[src/rtl/cic_interpolator_if.sv]
// Stream bundle for the CIC interpolator: low-rate input stream and
// upsampled output stream, both AXI-stream style valid/ready.
interface cic_interpolator_if #(
    parameter int WIDTH     = 16,
    parameter int REG_WIDTH = 27
);
    logic [WIDTH-1:0]     input_tdata;
    logic                 input_tvalid;
    logic                 input_tready;
    logic [REG_WIDTH-1:0] output_tdata;
    logic                 output_tvalid;
    logic                 output_tready;

    modport master (
        output input_tdata, input_tvalid, output_tready,
        input  input_tready, output_tdata, output_tvalid
    );

    modport slave (
        input  input_tdata, input_tvalid, output_tready,
        output input_tready, output_tdata, output_tvalid
    );
endinterface

[src/rtl/cic_interpolator.sv]
// CIC interpolator: N combs at input rate, zero-stuffing by a runtime rate,
// then N integrators at output rate. Output is unnormalised, modulo 2^REG_WIDTH.
module cic_interpolator #(
    parameter int WIDTH     = 16,
    parameter int RMAX      = 2048,
    parameter int M         = 1,
    parameter int N         = 2,
    parameter int REG_WIDTH = WIDTH + $clog2((RMAX * M) ** N / RMAX)
) (
    input  logic                       clk,
    input  logic                       rst,
    cic_interpolator_if.slave          axis,
    input  logic [$clog2(RMAX+1)-1:0]  rate
);
    localparam int RATE_W = $clog2(RMAX + 1);
    localparam int CW     = (RMAX > 1) ? $clog2(RMAX) : 1;
    localparam logic [RATE_W:0] RMAX_C = (RATE_W + 1)'(RMAX);
    localparam logic [RATE_W:0] ONE_C  = (RATE_W + 1)'(1);

    logic [CW-1:0]                cycle_reg;
    logic [CW-1:0]                cycle_next;
    logic [RATE_W:0]              cycle_inc;
    logic                         burst_start;
    logic                         in_xfer;
    logic                         out_xfer;
    logic [REG_WIDTH-1:0]         din_ext;
    logic [N-1:0][REG_WIDTH-1:0]  comb_bus;
    logic [N-1:0][REG_WIDTH-1:0]  int_bus;

    assign burst_start        = (cycle_reg == '0);
    assign axis.input_tready  = axis.output_tready & burst_start;
    assign axis.output_tvalid = axis.input_tvalid | ~burst_start;
    assign in_xfer            = axis.input_tvalid & axis.input_tready;
    assign out_xfer           = axis.output_tvalid & axis.output_tready;
    assign din_ext            = {{(REG_WIDTH - WIDTH){axis.input_tdata[WIDTH-1]}}, axis.input_tdata};

    // Compare cycle+1 against both limits so rate 0/1 collapse to pass-through
    // and any rate above RMAX saturates at RMAX.
    assign cycle_inc = {{(RATE_W + 1 - CW){1'b0}}, cycle_reg} + ONE_C;

    always_comb begin
        cycle_next = '0;
        if ((cycle_inc < RMAX_C) && (cycle_inc < {1'b0, rate}))
            cycle_next = cycle_inc[CW-1:0];
    end

    always_ff @(posedge clk or posedge rst) begin
        if (rst)
            cycle_reg <= '0;
        else if (out_xfer)
            cycle_reg <= cycle_next;
    end

    generate
        for (genvar gi = 0; gi < N; gi++) begin : g_comb
            logic [REG_WIDTH-1:0]         comb_in;
            logic [REG_WIDTH-1:0]         comb_reg;
            logic [M-1:0][REG_WIDTH-1:0]  dly_reg;

            if (gi == 0) begin : g_first
                assign comb_in = din_ext;
            end else begin : g_chain
                assign comb_in = comb_bus[gi-1];
            end

            always_ff @(posedge clk or posedge rst) begin
                if (rst) begin
                    comb_reg <= '0;
                    dly_reg  <= '0;
                end else if (in_xfer) begin
                    comb_reg   <= comb_in - dly_reg[M-1];
                    dly_reg[0] <= comb_in;
                    for (int j = 1; j < M; j++)
                        dly_reg[j] <= dly_reg[j-1];
                end
            end

            assign comb_bus[gi] = comb_reg;
        end

        for (genvar gi = 0; gi < N; gi++) begin : g_integ
            logic [REG_WIDTH-1:0] int_in;
            logic [REG_WIDTH-1:0] int_reg;

            // First integrator sees the comb output only on the first beat of
            // a burst; the remaining beats are the stuffed zeros.
            if (gi == 0) begin : g_first
                assign int_in = burst_start ? comb_bus[N-1] : '0;
            end else begin : g_chain
                assign int_in = int_bus[gi-1];
            end

            always_ff @(posedge clk or posedge rst) begin
                if (rst)
                    int_reg <= '0;
                else if (out_xfer)
                    int_reg <= int_reg + int_in;
            end

            assign int_bus[gi] = int_reg;
        end
    endgenerate

    assign axis.output_tdata = int_bus[N-1];
endmodule

[src/flat_wrapper.sv]
// flat-port wrapper written by rule: the top's interface ports become plain ports
module cic_interpolator_flat 
#(
    parameter int WIDTH     = 16,
    parameter int RMAX      = 2048,
    parameter int M         = 1,
    parameter int N         = 2,
    parameter int REG_WIDTH = WIDTH + $clog2((RMAX * M) ** N / RMAX)
)
  (clk, rst, rate, axis_input_tdata, axis_input_tvalid, axis_output_tready, axis_input_tready, axis_output_tdata, axis_output_tvalid);
  cic_interpolator_if #(.WIDTH(WIDTH), .REG_WIDTH(REG_WIDTH)) axis_i ();
  input  logic clk;
  input  logic rst;
  input  logic [$clog2(RMAX+1)-1:0] rate;
  input wire logic [$bits(axis_i.input_tdata)-1:0] axis_input_tdata;
  input wire logic [$bits(axis_i.input_tvalid)-1:0] axis_input_tvalid;
  input wire logic [$bits(axis_i.output_tready)-1:0] axis_output_tready;
  output wire logic [$bits(axis_i.input_tready)-1:0] axis_input_tready;
  output wire logic [$bits(axis_i.output_tdata)-1:0] axis_output_tdata;
  output wire logic [$bits(axis_i.output_tvalid)-1:0] axis_output_tvalid;
  assign axis_i.input_tdata = axis_input_tdata;
  assign axis_i.input_tvalid = axis_input_tvalid;
  assign axis_i.output_tready = axis_output_tready;
  assign axis_input_tready = axis_i.input_tready;
  assign axis_output_tdata = axis_i.output_tdata;
  assign axis_output_tvalid = axis_i.output_tvalid;
  cic_interpolator #(.WIDTH(WIDTH), .RMAX(RMAX), .M(M), .N(N), .REG_WIDTH(REG_WIDTH)) u_core (.clk(clk), .rst(rst), .axis(axis_i), .rate(rate));
endmodule
[config.mk]
export PLATFORM = sky130hd
export DESIGN_NAME = cic_interpolator_flat
export DESIGN_NICKNAME = d
export VERILOG_FILES = /design/src/rtl/cic_interpolator_if.sv /design/src/rtl/cic_interpolator.sv /design/src/flat_wrapper.sv
export SDC_FILE = /design/constraint.sdc
export NUM_CORES = 1
export LEC_CHECK = 0
export CAP_MARGIN = 10
export CORE_MARGIN = 5
export CORE_UTILIZATION = 35
export DETAILED_ROUTE_END_ITERATION = 10
export PLACE_DENSITY = 0.62
export SKIP_LAST_GASP = 1
export SLEW_MARGIN = 0
export SYNTH_ARGS = -nofsm -noshare
export SYNTH_HDL_FRONTEND = slang
export SYNTH_SLANG_ARGS = --single-unit
[constraint.sdc]
create_clock -name clk -period 6.1 [get_ports clk]
set_input_delay 1.22 -clock clk [delete_from_list [all_inputs] [get_ports clk]]
set_output_delay 1.22 -clock clk [all_outputs]
set_load 0.005 [all_outputs]
==> results of run 1 <==
layout make-up:
type,instances,area [um2],share of cell area [%]
repair buffers,66,658.1,5.612
flip-flops and latches,142,3553,30.30
clock buffers,21,450.4,3.841
multi-input cells,938,6136,52.33
inverters,76,290.3,2.475
well taps,384,480.5,4.097
clock inverters,11,157.7,1.344
logic make-up (layout without fill, tap and decap cells):
logic type | after synthesis | count (layout) | synth area share [%]
xor gates and xnor gates | 76 | 76 | 6.539
and+or+nand+nor | 369 | 369 | 17.72
buffers and inverters | 123 | 174 | 4.843
AOI/OAI and AO/OA | 386 | 386 | 22.63
muxes | 5 | 5 | 0.5285
DFF | 142 | 142 | 34.91
adders and majority gates | 102 | 102 | 12.83
metal layers:
| layer | vias up | track usage [%] | routed length (um) |
|---|---|---|---|
| met3 | 11 | 2.866 | 758 |
| met4 | 0 | 2.783 | 166 |
| met2 | 129 | 21.73 | 9667 |
| met1 | 3735 | 19.36 | 11210 |
| met5 | - | 0 | 0 |
| li1 | 4343 | - | - |
placed cells by master (no fill, tap or decap), drive strengths merged, types with 7 or more instances in the layout:
cell / n
nand2: 165
o21ai: 164
dfrtp: 142
ha: 98
a21oi: 98
inv: 79
clkdlybuf4s50: 60
nor2: 47
xnor2: 39
xor2: 37
a21o: 34
nand3: 31
and2: 28
clkbuf: 21
nand4: 16
o21a: 15
nand2b: 15
nor3: 14
a31oi: 10
nor2b: 10
a211oi: 10
and3: 9
o31ai: 8
o21bai: 7
worst max-delay path, delay by kind of cell, from the launching register on:
kind,cells,cell delay (ns)
buffers and inverters,2,0.76
and+or+nand+nor,3,1.23
DFF,1,0.45
report_power, final:
part           leakage (nW)  switching (mW)  total, mW  internal [mW]
Combinational          3.37            1.50       2.77           1.27
Sequential             1.78           0.302       1.64           1.34
Clock                 0.289           0.426       1.09          0.661
stage by stage:
stage	worst slack (ns)	area, um2	util (%)	hold WS (ns)	cells
after floorplan	1.070	10180	-	0.4402	1203
after global placement	2.119	11120	38.74	0.4544	1606
after detailed placement	2.046	11120	38.74	0.4605	1606
after CTS	1.941	11730	40.85	0.4732	1638
after global routing	1.671	11730	40.85	0.4976	1638
final	2.023	11730	40.85	0.4690	1638
worst max-delay path by stage:
stage	start	end	slack, ns	cells past startpoint
after floorplan	rst	u_core.axis.output_tdata[0]	1.07	1
final	u_core.cycle_reg[7]	axis_input_tready	2.02	5
after CTS	u_core.cycle_reg[7]	axis_input_tready	1.94	5
after detailed placement	u_core.cycle_reg[7]	u_core.g_integ[0].int_reg[20]	2.05	14
after global routing	u_core.cycle_reg[7]	u_core.g_integ[0].int_reg[20]	1.67	14
after global placement	u_core.cycle_reg[7]	u_core.g_integ[0].int_reg[20]	2.12	14
==> flow_results.org, run 1 <==
** Outcome
- The run finished with clean final reports.

** Detailed routing
- For this run, design rule violations remaining after detail routing come to 0.
- Average wire per cell in the routed design :: 13.31 um
- In this run the remaining antenna-violating nets after routing total 0.
- Via count of the routed design :: 8218
- The detailed router finished its first iteration with 363 violations.
- Via density :: 5.017
- The final layout contains routed wiring with a total length of 21800 um.
- First-pass detailed-route iteration total :: 5

** Setup path
- In this run the critical register-to-register path is launched from u_core.cycle_reg[7].
- The setup path with the least slack is of type flip-flop to output pin.
- Reg-to-reg slack, setup :: 2.09 ns
- CP required :: 4.88 ns
- Maximum fanout encountered on the critical timing path :: 31
- STA classifies the critical path startpoint as a flip-flop.
- For the worst setup path, the data arrival time is 2.86 ns.
- Traced cell by cell, the critical path runs through nor4_1 -> and4b_1 -> inv_1 -> nor2_4 -> clkdlybuf4s50_1.
- In this design, the stage delay of the slowest critical-path cell is 0.78 ns.
- Master of the slowest instance on the critical path :: sky130_fd_sc_hd__and4b_1
- FF-to-FF path depth :: 14
- Destination of the worst register-to-register timing path :: u_core.g_integ[0].int_reg[20]
- The worst setup path is captured at an output pin.

** Global route
- Antenna violations before repair :: 0
- Overall routing resource usage :: 13.67%
- After global routing the overflow that remains totals 0.
- Pin count of the biggest net entering global routing :: 113
- Wire length of the first global-routing pass :: 38180 um
- Via count of the first global-routing pass :: 7853

** STA
- Highest clock frequency the design can meet :: 0.2453 GHz
- On the final layout, the worst clock skew is 0.01166 ns.
- Time the worst path needs with I/O delays and setup :: 4.077 ns
- Final total negative setup slack :: 0 ns
- Dividing the final minimum period by the clock period gives 66.83%.
- For the pin with the worst max-slew slack, the measured transition is 1.013 ns.
- Setup repair after global routing left no endpoint under its margin.
- Number of hold violations in the final report :: 0
- Relative max-transition margin :: 32.45%
- The total count of max-transition violations in the final report is 0.
- Setup violations remaining at the end of the flow were counted as 0.

** Floorplanning
- The floorplan step defined a die boundary enclosing 32600 um2.
- Once the floorplan was initialized, standard cells occupied 35.47% of the core.
- Chip width :: 180.5 um
- Core Rows :: 62
- During I/O placement, the number of pins put on the boundary was 61.
- From bottom edge to top edge, the die measures 180.5 um.
- Area inside the core boundary :: 28700 um2

** Final layout
- After the last flow step, the layout net total stands at 1375.
- Number of flip-flops in the largest register :: 44
- Diodes inserted :: 0
- The filler cells instantiated in the layout total 2918.
- Post-synthesis to final-layout area growth :: 15.19%
- Cells with a size suffix above 1 make up 4.864% of the layout.

** Logic synthesis
- For this run, the leading register cell type out of synthesis is sky130_fd_sc_hd__dfrtp_1.
- sky130_fd_sc_hd__nand2_1 is the most common cell in the netlist.
- Counting flops with an async set or reset pin after synthesis yields a share of 100.0%.
- Number of synthesized register bits :: 142
- EDFF count, synth :: 0
- Top cells by instance count after synthesis :: sky130_fd_sc_hd__nand2_1, sky130_fd_sc_hd__o21ai_0, sky130_fd_sc_hd__dfrtp_1, sky130_fd_sc_hd__ha_1, sky130_fd_sc_hd__a21oi_1
- In this run the biggest area consumer among cell types represents 34.91% of the synthesized area.
- sky130_fd_sc_hd__dfrtp_1 takes more of the synthesized area than any other cell.
- Count of unique library cells instantiated by Yosys :: 71
- By area the synthesized netlist is led by sky130_fd_sc_hd__dfrtp_1, sky130_fd_sc_hd__ha_1, sky130_fd_sc_hd__o21ai_0, sky130_fd_sc_hd__nand2_1, sky130_fd_sc_hd__a21oi_1.
- The cell area that synthesis handed to floorplanning was 10180 um2.
- Mean instance size in the synthesized netlist :: 8.462 um2
- Seq/Total Area, Yosys :: 34.91%
- Yosys printed 0 warnings.
- Number of nets produced by synthesis :: 1337
- Synthesis handed over a netlist of 1203 instances.

** CTS
- The tree built by TritonCTS fans out to 142 sinks.
- Clock transition at the registers of the reported paths :: 0.06 ns
- In this run the number of H-tree levels came out at 4.
- TritonCTS created 17 clock buffers.
- Post-CTS repair changed the size of 0 cells.
- TritonCTS clock tree :: done
- Once the clock tree was built, the setup fixing pass inserted 0 buffers.
- In this run the clock root is driven by a sky130_fd_sc_hd__clkbuf_16.
- Deepest clock path buffer count :: 2
- For the worst-skew pair, the clock arrives at the later sink with an insertion delay of 0.42 ns.
- The number of hold buffers added after CTS was 0.

** Placement
- At the end of routability-driven placement, the weighted congestion stood at 0.8732.
- Number of port buffers :: 60
- Post-DP HPWL :: 16360 um

** Power
- For this design the ratio of total power to cell area is 469.3 nW/um2.
- Across the VDD grid, the largest voltage drop is 183.1 uV.
- After layout, the design draws a total of 5.503 mW.
- The analysis attributes to cell leakage a power of 5.432 nW.

** Hold path
- The tightest min-delay check is of the flip-flop to flip-flop type.
- Along the worst hold path, the cell count comes to 2.
- In this run the most critical hold path is launched from u_core.g_comb[1].comb_reg[13].
- Worst hold endpoint :: u_core.g_comb[1].comb_reg[13]

** Job
- Max-cap violations in this run came to 0.
Power figures use the tool's default switching activity.
==> run 2: changes to the inputs <==
==> constraint.sdc (replaced) <==
create_clock -name clk -period 3.9 [get_ports clk]
set_input_delay 0.78 -clock clk [delete_from_list [all_inputs] [get_ports clk]]
set_output_delay 0.78 -clock clk [all_outputs]
set_load 0.005 [all_outputs]
==> flow_results.org, run 2 (synthesis results as in run 1) <==
** Outcome
- Status :: complete, no violations (unchanged)

** Setup path
- The origin of the critical flop-to-flop path is u_core.cycle_reg[7] (unchanged).
- Endpoint kind of the worst setup timing path :: flip-flop (was output pin)
- The startpoint type of the worst setup path was a flip-flop (unchanged).
- Launching instance or port of the critical path :: u_core.cycle_reg[7] (unchanged)
- CP required :: 4.25 ns (was 4.88 ns)
- The worst reg2reg path depth came to 13 (was 14).
- The critical path start-end classification was flip-flop to flip-flop (was flip-flop to output pin).
- The setup slack on the worst flop-to-flop path was 0.38 ns (was 2.09 ns).
- Maximum fanout encountered on the critical timing path :: 26 (was 31)
- Arrival time at the worst endpoint :: 3.87 ns (was 2.86 ns)

** Global route
- Pin count of the biggest net entering global routing :: 64 (was 113)
- Global route total overflow :: 0 (unchanged)
- Antenna violations before repair :: 0 (unchanged)
- The global-route wire length before repair came to 38120 um (was 38180 um).
- Via count of the first global-routing pass :: 7874 (was 7853)
- Overall routing resource usage :: 13.73% (was 13.67%)

** CTS
- The maximum clock path buffer count is 2 (unchanged).
- The clock transition at the registers of the reported paths was 0.07 ns (was 0.06 ns).
- The clock tree from TritonCTS is done (unchanged).
- H-tree level count :: 4 (unchanged)
- The number of sinks handled by clock tree synthesis is 142 (unchanged).
- Buffers inserted by post-CTS timing repair :: 0 (unchanged)
- Clk_lat worst skew :: 0.43 ns (was 0.42 ns)
- Total clock buffers created by CTS :: 17 (unchanged)
- CTS root buf :: sky130_fd_sc_hd__clkbuf_16 (unchanged)

** Job
- The max capacitance violation total came to 0 (unchanged).

** STA
- Final total negative setup slack :: 0 ns (unchanged)
- Count of endpoints failing setup in the final report :: 0 (unchanged)
- Highest clock frequency the design can meet :: 0.2841 GHz
- The transition time at the pin with the least slew margin is 0.6423 ns (was 1.013 ns).
- The maximum clock skew at final layout came to 0.01516 ns (was 0.01166 ns).
- After layout, the minimum clock period comes to 3.520 ns.
- The headroom to the max-slew limit is 57.04% (was 32.45%).
- Setup repair after global routing missed its margin: no (unchanged).
- Dividing the final minimum period by the clock period gives 90.27%.
- Final count of pins violating max slew :: 0 (unchanged)
- Number of hold violations in the final report :: 0 (unchanged)

** Detailed routing
- The number of antenna-violating nets in the routed design is 0 (unchanged).
- The number of DRC markers after the initial detailed-route iteration is 425 (was 363).
- The number of vias in the routed layout is 8270 (was 8218).
- The detailed-route DRC error count was 0 (unchanged).
- Routed Wire Length :: 22220 um (was 21800 um)
- Average wire per cell in the routed design :: 13.52 um (was 13.31 um)
- First-pass detailed-route iteration total :: 5 (unchanged)
- The average vias per placed instance was 5.030 (was 5.017).

** Final layout
- Post-synthesis to final-layout area growth :: 16.14% (was 15.19%)
- The flip-flop count of the largest register after layout was 44 (unchanged).
- Diodes inserted :: 0 (unchanged)
- The final-stage net count is 1381 (was 1375).
- Finished Cell Area :: 11820 um2 (was 11730 um2)
- Non-Filler Instances :: 1644 (was 1638)
- The most common cell after layout, fill and taps aside is sky130_fd_sc_hd__nand2_1 (unchanged).
- Commonest cells after routing, fill and taps aside: sky130_fd_sc_hd__nand2_1, sky130_fd_sc_hd__o21ai_0, sky130_fd_sc_hd__dfrtp_1 (unchanged).
- Fraction of layout instances using a drive strength above 1 :: 5.556% (was 4.864%)

** Floorplanning
- Number of top-level design ports :: 61 (unchanged)
- The initial standard-cell utilization of the core is 35.47% (unchanged).
- The number of placement rows is 62 (unchanged).
- Die H :: 180.5 um (unchanged)
- Area enclosed by the die boundary :: 32600 um2 (unchanged)
- Area inside the core boundary :: 28700 um2 (unchanged)
- The die span in x is 180.5 um (unchanged).

** Placement
- Placement Cell Area :: 11190 um2 (was 11120 um2)
- The number of buffers added on ports was 60 (unchanged).
- Gp weighted congestion :: 0.8752 (was 0.8732)
- Post-DP HPWL :: 17110 um (was 16360 um)
- DP Cell Count :: 1612 (was 1606)

** Hold path
- The worst hold path stage count came to 2 (unchanged).
- The worst min-delay path startpoint is u_core.g_comb[1].comb_reg[2] (was u_core.g_comb[1].comb_reg[13]).
- The path class of the lowest-slack min-delay path is flip-flop to flip-flop (unchanged).

** Power
- Power per standard cell area :: 733.8 nW/um2 (was 469.3 nW/um2)
- The worst IR drop on VDD is 294.4 uV (was 183.1 uV).
- Leakage dissipation :: 5.482 nW (was 5.432 nW)
run 2: cell types whose count changed in the layout (fill, tap and decap cells not counted), sizes merged:
| cell | before | now |
|---|---|---|
| clkinv | 3 | 4 |
| buf | 6 | 12 |
| inv | 79 | 75 |
| clkbuf | 21 | 24 |
run 2: per-stage QoR:
| step | setup slack, ns | hold slack [ns] | power [mW] | util (%) |
|---|---|---|---|---|
| after global routing | 0.04435 | 0.5050 | 9.470 | 41.19 |
| after CTS | 0.2641 | 0.4796 | 8.744 | 41.17 |
| after detailed placement | 0.2672 | 0.4651 | 6.954 | 38.98 |
| after global placement | 0.3980 | 0.4552 | 6.882 | 38.98 |
| after floorplan | 0.4871 | 0.4402 | 5.799 | - |
| final | 0.3796 | 0.4695 | 8.675 | 41.19 |
run 2: worst paths after layout:
path | to
min in group asynchronous | u_core.g_comb[0].dly_reg[2]
hold reg to reg | u_core.g_comb[1].comb_reg[2]
setup / recovery | u_core.g_integ[0].int_reg[26]
max in group asynchronous | u_core.g_comb[1].dly_reg[4]
setup reg to reg | u_core.g_integ[0].int_reg[26]
hold / removal | u_core.g_comb[1].comb_reg[2]
run 2: power by group:
part / internal, mW / switching (mW)
logic: 1.99 / 2.35
registers: 2.10 / 0.477
clock network: 1.09 / 0.658
run 2: layer usage:
layer | global-route usage [%] | up-vias | share of wire, %
met5 | 0 | - | 0
met2 | 21.79 | 157 | 44
li1 | - | 4354 | -
met3 | 3.008 | 29 | 4.5
met1 | 19.20 | 3730 | 50
met4 | 3.297 | 0 | 1.3
run 2: layout make-up:
cell class                 count  area, um2
fill                        2891      16880
tap                          384      480.5
inverter                      76      289.0
multi-input combinational    938       6141
sequential                   142       3553
clock buffer                  24      501.7
clock inverter                 8      128.9
timing repair buffer          72      728.2
run 2: timing repair:
action / CTS / global route
resized for setup: 0 / 3
hold buffers: 0 / 0
setup endpoints to repair: 0 / 4
run 2: worst max-delay path, stage by stage (launching register included):
cell and delay [ns]:
sky130_fd_sc_hd__dfrtp_1 0.45, sky130_fd_sc_hd__nor4_1 0.33, sky130_fd_sc_hd__and4b_2 0.35, sky130_fd_sc_hd__buf_4 0.24
sky130_fd_sc_hd__and2_1 0.17, sky130_fd_sc_hd__ha_1 0.29, sky130_fd_sc_hd__a21oi_1 0.25, sky130_fd_sc_hd__nand2_1 0.12
sky130_fd_sc_hd__a221o_1 0.38, sky130_fd_sc_hd__a21oi_2 0.27, sky130_fd_sc_hd__or3_1 0.18, sky130_fd_sc_hd__a31oi_1 0.09
sky130_fd_sc_hd__nor3b_2 0.20, sky130_fd_sc_hd__xnor2_1 0.13
==> run 3: changes to the inputs <==
==> constraint.sdc (replaced) <==
create_clock -name clk -period 4.41 [get_ports clk]
set_input_delay 0.882 -clock clk [delete_from_list [all_inputs] [get_ports clk]]
set_output_delay 0.882 -clock clk [all_outputs]
set_load 0.005 [all_outputs]
==> flow_results.org, run 3 (synthesis results as in run 1) <==
** Floorplanning
- The initial standard-cell utilization of the core was 35.47% (unchanged).
- Number of top-level design ports :: 61 (unchanged)
- Core Rows :: 62 (unchanged)
- Area inside the core boundary :: 28700 um2 (unchanged)
- The die outline area was 32600 um2 (unchanged).
- Chip width :: 180.5 um (unchanged)
- The floorplan die height was 180.5 um (unchanged).

** Setup path
- The startpoint type of the worst setup path was a flip-flop (unchanged).
- CP required :: 4.70 ns (was 4.25 ns)
- Master of the slowest instance on the critical path :: sky130_fd_sc_hd__dfrtp_1 (unchanged)
- Endpoint kind of the worst setup timing path :: flip-flop (unchanged)
- The critical path start-end classification was flip-flop to flip-flop (unchanged).
- The arrival time at the worst endpoint was 3.88 ns (was 3.87 ns).
- Cells along the critical path :: nor4_1 -> and4b_1 -> buf_4 -> nand2_1 -> fa_1 -> nor2b_1 -> o31a_1 -> a31oi_1 -> o21ai_0 -> a31oi_1 -> o21ai_0 -> xnor2_1 -> o21ai_0 (was nor4_1 -> and4b_2 -> buf_4 -> and2_1 -> ha_1 -> a21oi_1 -> nand2_1 -> a221o_1 -> a21oi_2 -> or3_1 -> a31oi_1 -> nor3b_2 -> xnor2_1)
- Maximum fanout encountered on the critical timing path :: 26 (unchanged)
- Dominant cell type by count on the critical path :: sky130_fd_sc_hd__o21ai_0
- The setup slack on the worst flop-to-flop path is 0.82 ns (was 0.38 ns).
- Launching instance or port of the critical path :: u_core.cycle_reg[7] (unchanged)
- The number of buffers and inverters on the critical path is 1 (unchanged).
- FF-to-FF path depth :: 13 (unchanged)
- The origin of the critical flop-to-flop path was u_core.cycle_reg[7] (unchanged).
- The kind of cell adding the most delay to the critical path is compound AO/OA/AOI/OAI gates (was simple AND/OR/NAND/NOR gates).
- The largest stage delay on the critical path is 0.44 ns (was 0.45 ns).
- The endpoint of the worst-slack reg-to-reg timing path is u_core.g_integ[0].int_reg[20] (was u_core.g_integ[0].int_reg[26]).

** STA
- The final number of hold-violating endpoints was 0 (unchanged).
- Setup repair after global routing missed its margin :: no (unchanged)
- The timing-limited maximum frequency is 0.2783 GHz (was 0.2841 GHz).
- Final total negative setup slack :: 0 ns (unchanged)
- The final worst slack was 0.8169 ns (was 0.3796 ns).
- Final count of pins violating max slew :: 0 (unchanged)
- The maximum clock skew at final layout came to 0.01393 ns (was 0.01516 ns).
- The number of failing setup endpoints in the final timing report came to 0 (unchanged).
- Slew of the pin with the lowest slew margin :: 0.6261 ns (was 0.6423 ns)
- Period utilization :: 81.48% (was 90.27%)
- Time the worst path needs with I/O delays and setup :: 3.593 ns (was 3.520 ns)
- Worst slack on hold paths :: 0.4714 ns (was 0.4695 ns)
- Relative max-transition margin :: 57.18% (was 57.04%)

** Detailed routing
- The final wirelength is 22030 um (was 22220 um).
- Number of DRC markers in iteration 0 :: 374 (was 425)
- Post-detailed-route count of antenna-violating nets :: 0 (unchanged)
- The detailed-route wire length per cell came to 13.41 um (was 13.52 um).
- Via count of the routed design :: 8173 (was 8270)
- The average vias per placed instance was 4.974 (was 5.030).
- The detailed-route DRC error count is 0 (unchanged).
- The length of the first detailed-routing pass in iterations came to 4 (was 5).

** Global route
- The maximum number of pins on one net before global-route repair was 93 (was 64).
- The total global routing overflow came to 0 (unchanged).
- The global-route track usage on met2 was 21.88% (was 21.79%).
- The initial antenna violation count came to 0 (unchanged).
- The met1 global-route usage is 19.56% (was 19.20%).
- The total routing resource utilization after global routing came to 13.75% (was 13.73%).
- Layer with the highest usage :: met2 (unchanged)
- Met3 track demand over resource :: 2.442% (was 3.008%)
- Via count of the first global-routing pass :: 7922 (was 7874)
- Wire length of the first global-routing pass :: 38360 um (was 38120 um)

** Placement
- The cell area after placement is 11150 um2 (was 11190 um2).
- DP Cell Count :: 1611 (was 1612)
- The number of buffers added on ports came to 60 (unchanged).
- The last weighted congestion value of the routability-driven placer is 0.8830 (was 0.8752).
- The worst slack at placement came to 0.8151 ns (was 0.2672 ns).
- Post-DP HPWL :: 16820 um (was 17110 um)

** CTS
- The clock latency on the worst-skew pair was 0.42 ns (was 0.43 ns).
- The clock root buffer was sky130_fd_sc_hd__clkbuf_16 (unchanged).
- The count of H-tree levels built during CTS came to 4 (unchanged).
- The number of hold-repair buffers added at the cts stage was 0 (unchanged).
- Deepest clock path buffer count :: 2 (unchanged)
- The clock tree from TritonCTS is done (unchanged).
- The count of instances resized after the clock tree is built came to 0 (unchanged).
- The number of buffers inserted by post-CTS setup repair was 0 (unchanged).
- The clock transition at the registers of the reported paths came to 0.06 ns (was 0.07 ns).
- The number of sinks handled by clock tree synthesis is 142 (unchanged).
- The total CTS buffers came to 17 (unchanged).

** Hold path
- Worst hold endpoint :: u_core.g_comb[1].comb_reg[11] (was u_core.g_comb[1].comb_reg[2])
- The path class of the lowest-slack min-delay path is flip-flop to flip-flop (unchanged).
- WHS Path Cells :: 2 (unchanged)
- The worst min-delay path startpoint is u_core.g_comb[1].comb_reg[11] (was u_core.g_comb[1].comb_reg[2]).

** Outcome
- Status :: complete, no violations (unchanged)

** Job
- The max capacitance violation total was 0 (unchanged).

** Final layout
- The synthesis-to-finish area growth is 15.75% (was 16.14%).
- Post-layout util :: 41.05% (was 41.19%)
- Commonest cells after routing, fill and taps aside: sky130_fd_sc_hd__nand2_1, sky130_fd_sc_hd__o21ai_0, sky130_fd_sc_hd__dfrtp_1 (unchanged).
- Number of flip-flops in the largest register :: 44 (unchanged)
- The number of diodes added for antenna fixing was 0 (unchanged).
- Number of nets in the finished design :: 1380 (was 1381)
- Finished Cell Area :: 11780 um2 (was 11820 um2)
- Most common cell after layout, fill and taps aside :: sky130_fd_sc_hd__nand2_1 (unchanged)
- The number of standard cells in the layout, taps in and fillers out is 1643 (was 1644).
- The number of fillers in the final layout came to 2880 (was 2891).
- Fraction of layout instances using a drive strength above 1 :: 5.401% (was 5.556%)

** Power
- The worst IR drop on VDD was 272.9 uV (was 294.4 uV).
- The total power draw is 7.676 mW (was 8.675 mW).
- The power density relative to cell area came to 651.4 nW/um2 (was 733.8 nW/um2).
- Leakage dissipation :: 5.469 nW (was 5.482 nW)
## run 3: cell types whose count changed in the layout (fill, tap and decap cells not counted), sizes merged
| cell | previous run | this run |
|---|---|---|
| clkinvlp | 2 | 3 |
| clkbuf | 24 | 19 |
| buf | 12 | 11 |
| inv | 75 | 78 |
| bufinv | 3 | 4 |
## run 3: per-layer routing
metal | share of wire [%] | wire (um)
met5 | 0 | 0
met4 | 0.96 | 212
met3 | 3.0 | 651
met2 | 44 | 9765
met1 | 52 | 11400
## run 3: how the worst max path moves through the flow
| stage | to | slack (ns) | cells after the start |
|---|---|---|---|
| final | u_core.g_integ[0].int_reg[20] | 0.82 | 13 |
| after global routing | u_core.g_integ[0].int_reg[20] | 0.57 | 13 |
| after CTS | u_core.g_integ[0].int_reg[20] | 0.82 | 13 |
| after detailed placement | u_core.g_integ[0].int_reg[20] | 0.82 | 13 |
| after global placement | u_core.g_integ[0].int_reg[20] | 0.91 | 13 |
| after floorplan | u_core.g_integ[0].int_reg[26] | 1.0 | 17 |
## run 3: area by class of cell
| type | count | area (um2) | share of cell area, % |
|---|---|---|---|
| Tap cell | 384 | 480.5 | 4.078 |
| Timing Repair Buffer | 71 | 695.7 | 5.904 |
| Inverter | 76 | 289.0 | 2.453 |
| Sequential cell | 142 | 3553 | 30.16 |
| Clock inverter | 13 | 185.2 | 1.572 |
| Multi-Input combinational cell | 938 | 6136 | 52.08 |
| Clock buffer | 19 | 442.9 | 3.759 |
## run 3: power by group
| part | switching, mW | total, mW | leakage (nW) | internal [mW] |
|---|---|---|---|---|
| clock network | 0.591 | 1.56 | 0.304 | 0.966 |
| registers | 0.414 | 2.27 | 1.78 | 1.86 |
| logic | 2.09 | 3.85 | 3.39 | 1.76 |
| total | 3.09 | 7.68 | 5.47 | 4.58 |
## run 3: tightest hold or removal path, delay by kind of cell, from the launching register on
kind,cells,cell delay (ns)
and+or+nand+nor,1,0.04
AOI/OAI and AO/OA,1,0.06
DFF,1,0.33
